### src/rtl/alu_pkg.sv
// +-----------------------------------------------------------------------+
// | alu_pkg : op/state encodings and the 1-bit ALU cell for the serial ALU |
// | Rev 1.0                                                               |
// +-----------------------------------------------------------------------+
`default_nettype none

package alu_pkg;

  typedef enum logic [1:0] {
    OP_NOR = 2'b00,
    OP_XOR = 2'b01,
    OP_ADD = 2'b10,
    OP_SUB = 2'b11
  } alu_op_t;

  typedef logic [1:0] alu_state_t;

  localparam alu_state_t C_ST_IDLE = 2'd0;
  localparam alu_state_t C_ST_CALC = 2'd1;
  localparam alu_state_t C_ST_DONE = 2'd2;

  // Returns {carry_out, sum}; b must already be inverted by the caller for SUB.
  function automatic logic [1:0] alu_cell(input logic a, input logic b,
                                          input logic cin, input alu_op_t op);
    logic [1:0] r;
    case (op)
      OP_NOR:  r = {1'b0, ~(a | b)};
      OP_XOR:  r = {1'b0, a ^ b};
      default: r = {(a & b) | (a & cin) | (b & cin), a ^ b ^ cin};
    endcase
    return r;
  endfunction

  function automatic logic dw_is_legal(input int dw);
    return (dw == 1) || (dw == 2) || (dw == 4) || (dw == 8) ||
           (dw == 16) || (dw == 32) || (dw == 64);
  endfunction

endpackage

`default_nettype wire

### src/rtl/alu_digit.sv
// +-----------------------------------------------------------------------+
// | alu_digit : combinational DW-bit ALU slice, ripple chain of 1-bit cells|
// | Rev 1.0                                                               |
// +-----------------------------------------------------------------------+
`default_nettype none

module alu_digit
  import alu_pkg::*;
#(
  parameter int DW = 1
) (
  input  logic [DW-1:0] a,
  input  logic [DW-1:0] b,
  input  logic          cin,
  input  alu_op_t       op,
  output logic [DW-1:0] s,
  output logic          cout
);

  logic [DW-1:0] w_b_eff;
  logic          w_carry;
  logic [1:0]    w_cell;

  assign w_b_eff = (op == OP_SUB) ? ~b : b;

  // Carry kept in a single variable so the ripple does not loop through a vector.
  always_comb begin
    w_carry = cin;
    w_cell  = 2'b00;
    s       = '0;
    for (int i = 0; i < DW; i++) begin
      w_cell  = alu_cell(a[i], w_b_eff[i], w_carry, op);
      s[i]    = w_cell[0];
      w_carry = w_cell[1];
    end
  end

  assign cout = ((op == OP_ADD) || (op == OP_SUB)) ? w_carry : 1'b0;

endmodule

`default_nettype wire

### src/rtl/alu64bit_serial.sv
// +-----------------------------------------------------------------------+
// | alu64bit_serial : 64-bit NOR/XOR/ADD/SUB ALU, DW result bits per clock |
// | Rev 1.0                                                               |
// +-----------------------------------------------------------------------+
`default_nettype none

module alu64bit_serial
  import alu_pkg::*;
#(
  parameter  int DW    = 1,
  localparam int NSTEP = 64 / DW
) (
  input  logic        clk,
  input  logic        rst,
  input  logic        in_valid,
  output logic        in_ready,
  input  logic [63:0] a,
  input  logic [63:0] b,
  input  logic        cin,
  input  logic [1:0]  op,
  output logic        out_valid,
  input  logic        out_ready,
  output logic [63:0] s,
  output logic        cout,
  output logic        busy
);

  localparam int            KW       = (NSTEP > 1) ? $clog2(NSTEP) : 1;
  localparam logic [KW-1:0] C_K_LAST = KW'(NSTEP - 1);

  generate
    if (!dw_is_legal(DW)) begin : g_bad_dw
      $error("alu64bit_serial: DW must be one of 1,2,4,8,16,32,64");
    end
  endgenerate

  alu_state_t    state_q, state_d;
  logic [KW-1:0] k_q, k_d;
  logic          carry_q, carry_d;
  logic [63:0]   a_q, a_d;
  logic [63:0]   b_q, b_d;
  alu_op_t       op_q, op_d;
  logic [63:0]   s_q, s_d;
  logic          cout_q, cout_d;

  logic [5:0]    w_base;
  logic [DW-1:0] w_dig_s;
  logic          w_dig_cout;

  assign w_base = 6'(k_q * DW);

  alu_digit #(.DW(DW)) u_digit (
    .a    (a_q[w_base +: DW]),
    .b    (b_q[w_base +: DW]),
    .cin  (carry_q),
    .op   (op_q),
    .s    (w_dig_s),
    .cout (w_dig_cout)
  );

  always_comb begin
    state_d = state_q;
    k_d     = k_q;
    carry_d = carry_q;
    a_d     = a_q;
    b_d     = b_q;
    op_d    = op_q;
    s_d     = s_q;
    cout_d  = cout_q;
    case (state_q)
      C_ST_IDLE: begin
        if (in_valid) begin
          a_d     = a;
          b_d     = b;
          op_d    = alu_op_t'(op);
          carry_d = cin;
          k_d     = '0;
          state_d = C_ST_CALC;
        end
      end
      C_ST_CALC: begin
        s_d[w_base +: DW] = w_dig_s;
        carry_d           = w_dig_cout;
        k_d               = k_q + 1'b1;
        if (k_q == C_K_LAST) begin
          cout_d  = w_dig_cout;
          state_d = C_ST_DONE;
        end
      end
      C_ST_DONE: begin
        if (out_ready) begin
          state_d = C_ST_IDLE;
        end
      end
      default: state_d = C_ST_IDLE;
    endcase
  end

  always_ff @(posedge clk or negedge rst) begin
    if (!rst) begin
      state_q <= C_ST_IDLE;
      k_q     <= '0;
      carry_q <= 1'b0;
      a_q     <= '0;
      b_q     <= '0;
      op_q    <= OP_NOR;
      s_q     <= '0;
      cout_q  <= 1'b0;
    end else begin
      state_q <= state_d;
      k_q     <= k_d;
      carry_q <= carry_d;
      a_q     <= a_d;
      b_q     <= b_d;
      op_q    <= op_d;
      s_q     <= s_d;
      cout_q  <= cout_d;
    end
  end

  assign in_ready  = (state_q == C_ST_IDLE);
  assign out_valid = (state_q == C_ST_DONE);
  assign busy      = (state_q != C_ST_IDLE);
  assign s         = s_q;
  assign cout      = cout_q;

endmodule

`default_nettype wire

### config.mk
export PLATFORM = sky130hd
export DESIGN_NAME = alu64bit_serial
export DESIGN_NICKNAME = d
export VERILOG_FILES = /design/src/rtl/alu_pkg.sv /design/src/rtl/alu_digit.sv /design/src/rtl/alu64bit_serial.sv
export SDC_FILE = /design/constraint.sdc
export NUM_CORES = 1
export LEC_CHECK = 0
export BUFFER_PORTS_ARGS = -buffer_cell sky130_fd_sc_hd__buf_4
export CAP_MARGIN = 20
export CORE_ASPECT_RATIO = 1.2
export CORE_MARGIN = 1
export CORE_UTILIZATION = 40
export CTS_CLUSTER_DIAMETER = 120
export DETAILED_ROUTE_END_ITERATION = 12
export PLACE_DENSITY = 0.65
export SYNTH_ARGS = -nofsm -noshare
export SYNTH_HDL_FRONTEND = slang
export SYNTH_SLANG_ARGS = --single-unit
### constraint.sdc
create_clock -name clk -period 11.4 [get_ports clk]
set_clock_uncertainty 0.15 [all_clocks]
set_input_delay 2.85 -clock clk [delete_from_list [all_inputs] [get_ports clk]]
set_output_delay 2.85 -clock clk [all_outputs]
set_load 0.005 [all_outputs]
# Yosys cells after proc, flatten, opt, wreduce, memory -nomap -nowiden
# Cells that the tools add are included.
word_totals:
  register_bits: 204
  out_inout_bits: 68
classes:
  n_addsub: 2
  n_reduce_logical: 9
  n_mux: 12
  eq_ne: 9
  shifts: 4
  bitwise: 10
op_table:
  columns: ["operator", "n"]
  rows:
  - ["variable part select 64 x 7 -> 1 bit", 2]
  - ["bitwise mux 64 bit", 1]
  - ["variable shift 1 x 8 -> 64 bit, first input constant", 1]
  - ["variable part select 1 x 8 -> 64 bit", 1]
  - ["case mux 6 bit (2 select lines)", 1]
  - ["negation 6 -> 8 bit", 1]
  - ["adder 6 x 1 -> 6 bit, second input constant", 1]
  - ["== test 2 bit, second input constant", 3]
  - ["== test 6 bit, second input constant", 1]
  - ["2-to-1 mux 2 bit", 3]
  - ["2-to-1 mux 6 bit", 1]
  - ["case mux 2 bit (3 select lines)", 1]
  - ["AND reduction 2 bit", 3]
  - ["== test 2 x 1 -> 1 bit, second input constant", 2]
  - ["zero test 2 bit", 2]
  - ["!= test 2 bit, second input constant", 2]
  - ["case mux 2 bit (2 select lines)", 1]
  - ["nonzero test 2 bit", 2]
  - ["bitwise AND 1 bit", 3]
  - ["2-to-1 mux 1 bit", 3]
  - ["OR 1 bit", 3]
  - ["AND reduction 3 bit", 1]
  - ["!= test 2 x 1 -> 1 bit, second input constant", 1]
  - ["NOT 1 bit", 2]
  - ["3 further kinds", 4]

# Depth between registers and ports, before layout
logic_depth:
  depth_word: 9
  depth_mapped: 15
  depth_no_buf: 10

# Cells and area by module
# A second synthesis with hierarchy kept.
unflattened:
  cells_unflattened: 677
  area_unflattened_um2: 9470.3
modules_own_cells:
  columns: ["module", "seq_area_each_um2", "instances", "area_per_inst_um2", "cells_per_inst"]
  rows:
  - ["alu64bit_serial", 5104.9, 1, 9386.5, 667]
  - ["alu_digit", 0.0, 1, 83.8, 10]

# Worst setup path after synthesis
# Ideal clock, no wire load.
synth_timing:
  path_type: "input port to flip-flop"
  start: "input port in_valid"
  end: "register a_q[0]"
  required_ps: 11125
  path_slack_ps: 6978
  stages: 5
  arrival_time_ps: 4148
  path_cell_list: "and2_1 > clkbuf_1 > clkbuf_1 > clkbuf_1 > mux2_2"
synth_via:
  elab_chain_len: 1
synth_lines:
  columns: ["element", "line", "rtl"]
  rows:
  - ["from (decl)", "alu64bit_serial.sv:15", "input logic in_valid,"]
  - ["AND reduction 2 bit (no line)", null, null]
  - ["to (signal assigned)", "alu64bit_serial.sv:104", "a_q <= '0;"]
  - ["to (signal assigned)", "alu64bit_serial.sv:113", "a_q <= a_d;"]
  - ["to (decl)", "alu64bit_serial.sv:40", "logic [63:0] a_q, a_d;"]
# Every way passes these cells.
# A chain may end at the register's enable or synchronous reset.

# Worst setup path after layout
layout_timing:
  start: "register k_q[2]"
  end: "register s_q[63], in the netlist s[63]"
layout_via:
  elab_chain_len: 8
  elab_cells_between_ends: 13
  cone_classes: "add/sub (1); shift (4); mux (3); bitwise (5)"
layout_lines:
  columns: ["element", "line", "rtl"]
  rows:
  - ["from (decl)", "alu64bit_serial.sv:38", "logic [KW-1:0] k_q, k_d;"]
  - ["from (signal assigned)", "alu64bit_serial.sv:111", "k_q <= k_d;"]
  - ["variable part select 64 x 7 -> 1 bit", "alu64bit_serial.sv:54", ".b (b_q[w_base +: DW]),"]
  - ["NOT 1 bit", "alu_digit.sv:24", "assign w_b_eff = (op == OP_SUB) ? ~b : b;"]
  - ["2-to-1 mux 1 bit", "alu_digit.sv:24", null]
  - ["XOR 1 bit / OR 1 bit (equally long branches)", "alu_pkg.sv:28, alu_pkg.sv:29, alu_pkg.sv:27", null]
  - ["XOR 1 bit / NOT 1 bit (equally long branches)", "alu_pkg.sv:29, alu_pkg.sv:27", null]
  - ["case mux 2 bit (2 select lines)", "alu_pkg.sv:26", "case (op)"]
  - ["variable part select 1 x 8 -> 64 bit", "alu64bit_serial.sv:82", "s_d[w_base +: DW] = w_dig_s;"]
  - ["bitwise mux 64 bit (*)", "alu64bit_serial.sv:82", null]
  - ["to (signal assigned)", "alu64bit_serial.sv:107", "s_q <= '0;"]
  - ["to (signal assigned)", "alu64bit_serial.sv:116", "s_q <= s_d;"]
  - ["to (decl)", "alu64bit_serial.sv:43", "logic [63:0] s_q, s_d;"]
# Mark *: on every way between the ends. The rest lies on a longest branch, timed or not.

==> impl_metrics.json <==
{
  "syn_area_sq_um": 9370,
  "max_stage_delay_ns": 0.82,
  "synth.avg_cell_area_sq_um": 13.7,
  "crit_fanout": 36,
  "fmax_ghz": 0.193,
  "path_cells": "buf_4 > mux4_2 > mux4_2 > mux2i_1 > nor3_1 > nor4_1 > ha_1 > mux2i_1 > o21ai_2 > buf_4 > clkinv_1 > o41ai_1",
  "rows": 61,
  "grt.total_usage_pct": 18.5,
  "drc": 0,
  "worstPathArrival_ns": 5.42,
  "core-area_sq_um": 23000,
  "cts_tree": "done",
  "syn_to_final_growth_pct": 27.0,
  "synth_top_area_share_pct": 54.5,
  "yosysWarnings": 0,
  "path_buf_inv": 3,
  "wire_per_inst_microns": 18.3,
  "fin_crit_ns": 5.19,
  "wl_microns": 22000,
  "power_switching_mw": 1.26,
  "hold_path.class": "flip-flop to flip-flop",
  "p_clk_share_pct": 20.8,
  "antenna_cells": 0,
  "finalInstanceArea_sq_um": 11900,
  "met2WireLength_microns": 11000,
  "drt-pass1-iter-count": 4,
  "p_int_mw": 2.22,
  "post-route-util_pct": 51.6,
  "nets": 1012,
  "grt_antenna_before_repair": 0,
  "viasPerCell": 5.26,
  "port_buffers": 202,
  "cellPowerDensity_nw_per_um2": 293,
  "synthCells": 684,
  "slew_violations": 0,
  "wl_met3_microns": 1380,
  "die_area_sq_um": 24000,
  "ctsHtreeMaxLevel": 1,
  "die_width_microns": 142,
  "dp_hpwl_microns": 15000,
  "routed.top_layer": "met4",
  "grt_pass1_wl_microns": 34800,
  "final-setup-viol-count": 0,
  "hold_viol_final": 0,
  "netlist-cell-type-count": 52,
  "grt_pass1_vias": 6362,
  "die_height_microns": 170,
  "leakage_nw": 5.20,
  "post_cts_resize_count": 0,
  "synthTopCellsByArea": "dfrtp_1, mux2_2, mux4_2",
  "run_status": "finished, final reports clean",
  "ys_seq_elements": 204,
  "ioPinCount": 203,
  "synth_common_cells": "dfrtp_1, mux2_2, o21ai_0",
  "ys_seq_area_share_pct": 54.5,
  "final_cells": 1201,
  "maxCapViolations": 0,
  "max_slew_margin_pct": 31.3,
  "cts.sink_count": 204,
  "comb_power_share_pct": 43.9,
  "initialDrtViolationCount": 318,
  "start_kind": "flip-flop",
  "crit_required_ns": 11.63,
  "synth-main-ff-cell": "dfrtp_1",
  "worst-setup-path-type": "flip-flop to flip-flop",
  "yosysMostFrequentCell": "dfrtp_1",
  "cts.clk_slew.worst_paths_ns": 0.06,
  "syn-num-nets": 824,
  "seq_power_share_pct": 35.3,
  "fin_crit_sh_pct": 45.5,
  "finalPower_mw": 3.49,
  "endpoint_kind": "flip-flop",
  "finalSetupTns_ns": 0,
  "gp_congestion": 0.733,
  "dpl_worst_slack_ns": 6.04,
  "layout-drive-gt1-share_pct": 49.7,
  "crit_path_top_delay_cell": "clkinv_1",
  "grt_setup_unrepaired": "false",
  "wl_met1_microns": 9280,
  "hold_buffers": 0,
  "dpl_cell_area_sq_um": 11200,
  "grt-ovfl-total": 0,
  "start_util_pct": 40.7,
  "insertion_delay_ns": 0.50,
  "clock_path_buffers": 3,
  "postCtsSetupBuffers": 0,
  "synth_async_sr_flop_share_pct": 100,
  "cts_made_buffers": 22,
  "fillCellCount": 2047,
  "p_sw_share_pct": 36.3,
  "grt_max_degree": 78,
  "fin_ws_ns": 6.21,
  "vias": 6316,
  "ant_nets": 0,
  "whs_ns": 0.336,
  "synth_area_leader_cell": "dfrtp_1",
  "cts-root-buf": "clkbuf_16",
  "critical-path-top-delay-family": "buffers and inverters",
  "peakVddDrop_uv": 189,
  "worst_pin_slew_ns": 1.03,
  "dp.cells": 1163,
  "synth_edf_count": 0
}
==> flip-flops by register name, summed over array words and instances (netlist names) <==
name,flops
a_q,64
b_q,64
carry_q,1
cout,1
k_q,6
op_q,2
s,64
state_q,2
==> power by group through the flow <==
stage	sequential, mW	combinational, mW	clock (mW)
after floorplan	1.18	1.12	0
after global placement	1.24	1.53	0
after detailed placement	1.25	1.55	0
after CTS	1.24	1.56	0.746
after global routing	1.28	1.68	0.772
final	1.23	1.53	0.724
==> cells in the final DEF, fill, tap and decap left out, types with 4 or more instances in the layout <==
master,instances
mux4_2,34
buf_4,213
dfrtp_1,202
o211ai_1,4
o21ai_0,43
clkbuf_8,5
nor2_1,13
mux2i_1,5
nand4_1,6
nor3_1,24
mux2_2,149
ha_1,4
clkbuf_1,5
nand3_1,10
nor3b_1,7
clkbuf_16,23
o31ai_1,37
inv_1,6
nor4_1,4
nand2_1,20
nor2b_1,7
mux2_1,12
==> path summary, 6_finish.rpt <==
kind / from / to / slack, ns / cells past startpoint
max reg2reg: k_q[2] / s[63] / 6.21 / 12
max in group asynchronous: rst / k_q[0] / 7.52 / 2
max: k_q[2] / s[63] / 6.21 / 12
min reg2reg: s[25] / s[25] / 0.34 / 1
min in group asynchronous: rst / s[4] / 2.18 / 1
min: s[25] / s[25] / 0.34 / 1
==> worst reg2reg max path: stages (launching register included) <==
cell and delay [ns]:
dfrtp_2 0.42, buf_4 0.44, mux4_2 0.60, mux4_2 0.47, mux2i_1 0.25, nor3_1 0.09
nor4_1 0.52, ha_1 0.23, mux2i_1 0.08, o21ai_2 0.12, buf_4 0.30, clkinv_1 0.83
o41ai_1 0.57
==> kinds of logic (layout without fill, tap and decap cells) <==
group	Yosys count	count (layout)	share of synthesized area (%)
AOI/OAI and AO/OA	106	106	7.44
xor gates and xnor gates	4	4	0.374
adders and majority gates	5	5	0.748
buffers and inverters	58	260	2.74
DFF	204	204	54.5
muxes	200	200	28.1
and+or+nand+nor	107	107	6.17
==> routing by layer <==
metal,track usage [%],up-vias
met2,30.9,177
met4,4.58,0
met3,3.95,32
met5,0,-
li1,-,2949
met1,24.4,3158
==> area by class of cell <==
| class | count | area, sq um | area share [%] |
|---|---|---|---|
| clock inverter | 6 | 82.6 | 0.694 |
| multi-input combinational | 422 | 4020 | 33.8 |
| tap | 315 | 394 | 3.31 |
| sequential | 204 | 5110 | 42.9 |
| clock buffer | 32 | 649 | 5.46 |
| timing repair buffer | 214 | 1610 | 13.6 |
| inverter | 8 | 30.0 | 0.252 |
Note: power is estimated with default switching activity, not from simulation.
